==> src/rtl/proc_pkg.sv <==
// Shared types for the processor control path.
// States, opcodes, ALU selects and decode helper.
package proc_pkg;

  typedef enum logic [3:0] {
    S_INIT   = 4'd0,
    S_FETCH  = 4'd1,
    S_DECODE = 4'd2,
    S_NOOP   = 4'd3,
    S_STORE  = 4'd4,
    S_LOAD_A = 4'd5,
    S_LOAD_B = 4'd6,
    S_ADD    = 4'd7,
    S_SUB    = 4'd8,
    S_HALT   = 4'd9,
    S_JUMP   = 4'd10
  } ctrl_state_t;

  typedef enum logic [3:0] {
    OP_NOOP  = 4'd0,
    OP_STORE = 4'd1,
    OP_LOAD  = 4'd2,
    OP_ADD   = 4'd3,
    OP_SUB   = 4'd4,
    OP_HALT  = 4'd5,
    OP_JMP   = 4'd6
  } opcode_t;

  localparam logic [1:0] ALU_PASS = 2'd0;
  localparam logic [1:0] ALU_ADD  = 2'd1;
  localparam logic [1:0] ALU_SUB  = 2'd2;

  // Execute state entered from Decode.
  // Opcodes 7..15 fall back to NoOp.
  function automatic ctrl_state_t
    op_to_state(input logic [3:0] op);
    ctrl_state_t s;
    case (op)
      OP_STORE: s = S_STORE;
      OP_LOAD:  s = S_LOAD_A;
      OP_ADD:   s = S_ADD;
      OP_SUB:   s = S_SUB;
      OP_HALT:  s = S_HALT;
      OP_JMP:   s = S_JUMP;
      default:  s = S_NOOP;
    endcase
    return s;
  endfunction

endpackage

==> src/rtl/proc_ctrl_fsm.sv <==
// Instruction sequencing controller.
// Moore FSM: outputs depend on state and held IR.
module proc_ctrl_fsm
  import proc_pkg::*;
#(
  parameter int PC_W  = 7,
  parameter int IR_W  = 16,
  parameter int D_AW  = 8,
  parameter int RF_AW = 4
) (
  input  logic             Clk,
  input  logic             Reset_n,
  input  logic [IR_W-1:0]  IR,
  output logic             PC_up,
  output logic             PC_clr,
  output logic             PC_ld,
  output logic [PC_W-1:0]  PC_jaddr,
  output logic             IR_ld,
  output logic [D_AW-1:0]  D_addr,
  output logic             D_wr,
  output logic             RF_s,
  output logic [RF_AW-1:0] RF_W_addr,
  output logic             RF_W_en,
  output logic [RF_AW-1:0] RF_Ra_addr,
  output logic [RF_AW-1:0] RF_Rb_addr,
  output logic [1:0]       ALU_s0,
  output logic [3:0]       State
);

  ctrl_state_t r_state;
  ctrl_state_t w_next;

  logic [3:0]       w_op;
  logic [RF_AW-1:0] w_d;
  logic [RF_AW-1:0] w_b;
  logic [RF_AW-1:0] w_c;
  logic [D_AW-1:0]  w_addr;
  logic [PC_W-1:0]  w_jaddr;

  assign w_op    = IR[15:12];
  assign w_d     = IR[11:8];
  assign w_b     = IR[7:4];
  assign w_c     = IR[3:0];
  assign w_addr  = IR[7:0];
  assign w_jaddr = IR[6:0];

  assign State = r_state;

  // Next state from current state and opcode.
  always_comb begin
    w_next = r_state;
    unique case (r_state)
      S_INIT:   w_next = S_FETCH;
      S_FETCH:  w_next = S_DECODE;
      S_DECODE: w_next = op_to_state(w_op);
      S_LOAD_A: w_next = S_LOAD_B;
      S_NOOP,
      S_STORE,
      S_LOAD_B,
      S_ADD,
      S_SUB,
      S_JUMP:   w_next = S_FETCH;
      S_HALT:   w_next = S_HALT;
      default:  w_next = S_INIT;
    endcase
  end

  // State register; reset aborts any step.
  always_ff @(posedge Clk or negedge Reset_n) begin
    if (!Reset_n) begin
      r_state <= S_INIT;
    end else begin
      r_state <= w_next;
    end
  end

  // Control outputs decoded from state and IR.
  always_comb begin
    PC_up      = 1'b0;
    PC_clr     = 1'b0;
    PC_ld      = 1'b0;
    PC_jaddr   = '0;
    IR_ld      = 1'b0;
    D_addr     = '0;
    D_wr       = 1'b0;
    RF_s       = 1'b0;
    RF_W_addr  = '0;
    RF_W_en    = 1'b0;
    RF_Ra_addr = '0;
    RF_Rb_addr = '0;
    ALU_s0     = ALU_PASS;
    unique case (r_state)
      S_INIT: begin
        PC_clr = 1'b1;
      end
      S_FETCH: begin
        IR_ld = 1'b1;
        PC_up = 1'b1;
      end
      S_STORE: begin
        D_addr     = w_addr;
        RF_Ra_addr = w_d;
        D_wr       = 1'b1;
      end
      S_LOAD_A: begin
        D_addr    = w_addr;
        RF_s      = 1'b1;
        RF_W_addr = w_d;
      end
      S_LOAD_B: begin
        D_addr    = w_addr;
        RF_s      = 1'b1;
        RF_W_addr = w_d;
        RF_W_en   = 1'b1;
      end
      S_ADD: begin
        RF_Ra_addr = w_b;
        RF_Rb_addr = w_c;
        ALU_s0     = ALU_ADD;
        RF_W_addr  = w_d;
        RF_W_en    = 1'b1;
      end
      S_SUB: begin
        RF_Ra_addr = w_b;
        RF_Rb_addr = w_c;
        ALU_s0     = ALU_SUB;
        RF_W_addr  = w_d;
        RF_W_en    = 1'b1;
      end
      S_JUMP: begin
        PC_ld    = 1'b1;
        PC_jaddr = w_jaddr;
      end
      default: ;
    endcase
  end

endmodule

==> config.mk <==
export PLATFORM = sky130hd
export DESIGN_NAME = proc_ctrl_fsm
export DESIGN_NICKNAME = d
export VERILOG_FILES = /design/src/rtl/proc_pkg.sv /design/src/rtl/proc_ctrl_fsm.sv
export SDC_FILE = /design/constraint.sdc
export NUM_CORES = 1
export LEC_CHECK = 0
export ABC_AREA = 1
export BUFFER_PORTS_ARGS = -buffer_cell sky130_fd_sc_hd__buf_2
export CAP_MARGIN = 20
export CELL_PAD_IN_SITES_DETAIL_PLACEMENT = 1
export CELL_PAD_IN_SITES_GLOBAL_PLACEMENT = 1
export CORE_MARGIN = 2
export CORE_UTILIZATION = 22
export DETAILED_ROUTE_END_ITERATION = 10
export PLACE_DENSITY_LB_ADDON = 0.1
export SLEW_MARGIN = 5
export SYNTH_ARGS = -nofsm -noshare
export SYNTH_HDL_FRONTEND = slang
export SYNTH_SLANG_ARGS = --single-unit
==> constraint.sdc <==
create_clock -name Clk -period 2.3 [get_ports Clk]
set_input_delay 0.115 -clock Clk [delete_from_list [all_inputs] [get_ports Clk]]
set_output_delay 0.115 -clock Clk [all_outputs]
set_load 0.01 [all_outputs]
==> impl_metrics.tcl <==
set metrics [dict create \
    wirelength_um 2110 \
    floorplan.die_area_um2 3080 \
    final_min_period_over_clock_period_pct 67.2 \
    tritoncts_num_sinks 4 \
    n_antenna_cell 0 \
    drt_first_pass_iters 4 \
    yosys_register_bits 4 \
    critPathLaunch "State[1]" \
    ir_drop_v 0.000385 \
    placedCellCount 193 \
    synth_sequential_area_ratio_pct 17.1 \
    setup.reg_to_reg.worst_slack_ns 1.13 \
    postSynthNetCount 126 \
    power_leakage_nw 0.683 \
    routed_via_density 4.34 \
    hold_ws_ns 0.168 \
    detailedPlace.worstSlack_ns 0.979 \
    track_usage_pct 14.2 \
    number_of_drc_violations_after_detailed_routing_iteration_0 6 \
    unrepaired_setup_endpoints_after_global_routing "no" \
    mappedNetlistArea_um2 584 \
    detail-route-antenna-nets 0 \
    layout_commonest_cell "sky130_fd_sc_hd__buf_2" \
    finish.cell_count_without_fillers 197 \
    grt_start_max_net_pins 10 \
    maxCapViolCount 0 \
    min_from "IR[15]" \
    fp-row-count 18 \
    per_cell_routed_wire_length_um 10.7 \
    n_fill_cell 358 \
    setup_total_negative_slack_ns 0 \
    r2r-start "State[1]" \
    setup_viol 0 \
    detailroute.via_count 854 \
    skew_ns 0.00466 \
    fmaxAchievable_mhz 647 \
    synth.yosys.warnings 0 \
    floorplan.die.width_um 55.5 \
    placeableCoreArea_um2 2500 \
    clk-insertion-delay-late_ns 0.24 \
    power.density_cell_area_nw_per_um2 691 \
    final_hold_viol_count 0 \
    critical_path_startpoint_category "register" \
    global_route_wire_length_before_repair_um 3530 \
    drive_gt1_share_pct 45.5 \
    antenna_found_initial 0 \
    post_synth_inst_count 108 \
    die_h_um 55.5 \
    area.sequential_um2 100 \
    drv_slew 0 \
    boundary_pins 58 \
    synth.lib_cells_used.distinct 18 \
    timing_worst_slew_pin_value_ns 0.361 \
    initial_core_util_pct 23.4 \
    cp_data_required_time_ns 2.18 \
    cts-resized-gates 0 \
    portBuffers 57 \
    gpl.final_weighted_congestion 0.752 \
    max_slew_margin_pct 75.9 \
    clk_pin_slew_ns 0.04 \
    worst_slack_ns 0.755 \
    critical_path_class "reg -> out" \
    drc_errors 0 \
    htree_num_levels 1 \
    outcome "finished clean" \
    timing.hold.worst.class "in -> reg" \
    final_nets 187 \
    finalWorstPathRequiredPeriod_ns 1.55 \
    largest_register_ffs 4 \
    cts_root_buffer "sky130_fd_sc_hd__clkbuf_4" \
    ctsLongestPathBuffers 2 \
    postSynthAreaPerCell_um2 5.41 \
    area_growth_pct 57.6 \
    combined_area_of_the_multi_input_logic_cells_um2 364 \
    grt.overflow.total 0 \
    path_max_fanout 9 \
    critical_path.endpoint_type "output pin" \
    critPathArrivalTime_ns 1.43 \
    cts_tree "built" \
    hpwl_um 1870 \
    mostFrequentLayoutCells "57 x sky130_fd_sc_hd__buf_2, 28 x sky130_fd_sc_hd__nand2_1, 27 x sky130_fd_sc_hd__nor2_1" \
    cts_inserted_buffers 3 \
    grt_pass1_vias 769 \
]
==> repair_timing <==
item / in CTS / in global routing
hold buffers: 1 / 0
hold endpoints to repair: 4 / 0
setup buffers: 0 / 0
==> worst paths after layout <==
| kind | end | cells past startpoint |
|---|---|---|
| max in group asynchronous | State[3] | 2 |
| min | State[2] | 4 |
| min reg2reg | State[2] | 3 |
| max | RF_Ra_addr[1] | 6 |
| min in group asynchronous | State[2] | 2 |
| max reg2reg | State[0] | 6 |
==> routing by layer <==
layer	vias to the layer above	part of all wire, %	track usage [%]
li1	430	-	-
met1	381	42	17.0
met2	36	50	24.0
met3	7	5.8	2.58
met4	0	2.6	7.32
met5	-	0	0
==> cell families after synthesis <==
group	count (synthesis)	share of synthesized area, %
AO/OA/AOI/OAI	9	10.7
buffers and inverters	29	20.6
flip-flops	4	17.1
AND/OR/NAND/NOR	66	51.6
==> final cells by class <==
cell class,instances,area share (%)
timing repair buffer,58,32.1
multi-input combinational,75,39.5
clock buffer,3,2.45
inverter,27,11.0
tap,30,4.08
sequential,4,10.9
==> synthesized netlist by cell type <==
| master | n | area share [%] |
|---|---|---|
| sky130_fd_sc_hd__nand2_1 | 28 | 18 |
| sky130_fd_sc_hd__nor2_1 | 27 | 17 |
| sky130_fd_sc_hd__inv_1 | 23 | 15 |
| sky130_fd_sc_hd__nor2_4 | 5 | 9.6 |
| sky130_fd_sc_hd__dfrtp_1 | 4 | 17 |
| sky130_fd_sc_hd__inv_2 | 4 | 2.6 |
| sky130_fd_sc_hd__o21ai_2 | 4 | 6.0 |
| sky130_fd_sc_hd__a21oi_1 | 3 | 2.6 |
| sky130_fd_sc_hd__buf_4 | 1 | 1.3 |
| sky130_fd_sc_hd__buf_6 | 1 | 1.9 |
| sky130_fd_sc_hd__nand2_2 | 1 | 1.1 |
| sky130_fd_sc_hd__nand3_1 | 1 | 0.86 |
| sky130_fd_sc_hd__nand3_2 | 1 | 1.7 |
| sky130_fd_sc_hd__nand4_1 | 1 | 1.1 |
| sky130_fd_sc_hd__nor2_2 | 1 | 1.1 |
| sky130_fd_sc_hd__nor3_1 | 1 | 0.86 |
| sky130_fd_sc_hd__o21ai_0 | 1 | 0.86 |
| sky130_fd_sc_hd__o31ai_1 | 1 | 1.3 |
==> where the power goes <==
group | switching [mW] | total (mW) | leakage, nW | internal (mW)
logic | 0.249 | 0.400 | 0.619 | 0.150
registers | 0.0556 | 0.150 | 0.0508 | 0.0949
clock network | 0.0282 | 0.0865 | 0.0138 | 0.0583
==> critical path, stage by stage, from the launching register on <==
cell,delay (ns)
sky130_fd_sc_hd__dfrtp_1,0.55
sky130_fd_sc_hd__nor2_4,0.07
sky130_fd_sc_hd__inv_2,0.09
sky130_fd_sc_hd__nor2_4,0.04
sky130_fd_sc_hd__nor2_4,0.24
sky130_fd_sc_hd__o21ai_2,0.07
sky130_fd_sc_hd__buf_2,0.14
==> per-stage QoR <==
step	power (mW)	util, %	instance area, um^2
3_5_place_dp	0.558	35.5	888
5_1_grt	0.699	36.8	921
3_3_place_gp	0.556	35.5	888
2_1_floorplan	0.434	-	584
4_1_cts	0.650	36.8	921
6_report	0.637	36.8	921
Note: power is estimated with default switching activity, not from simulation.
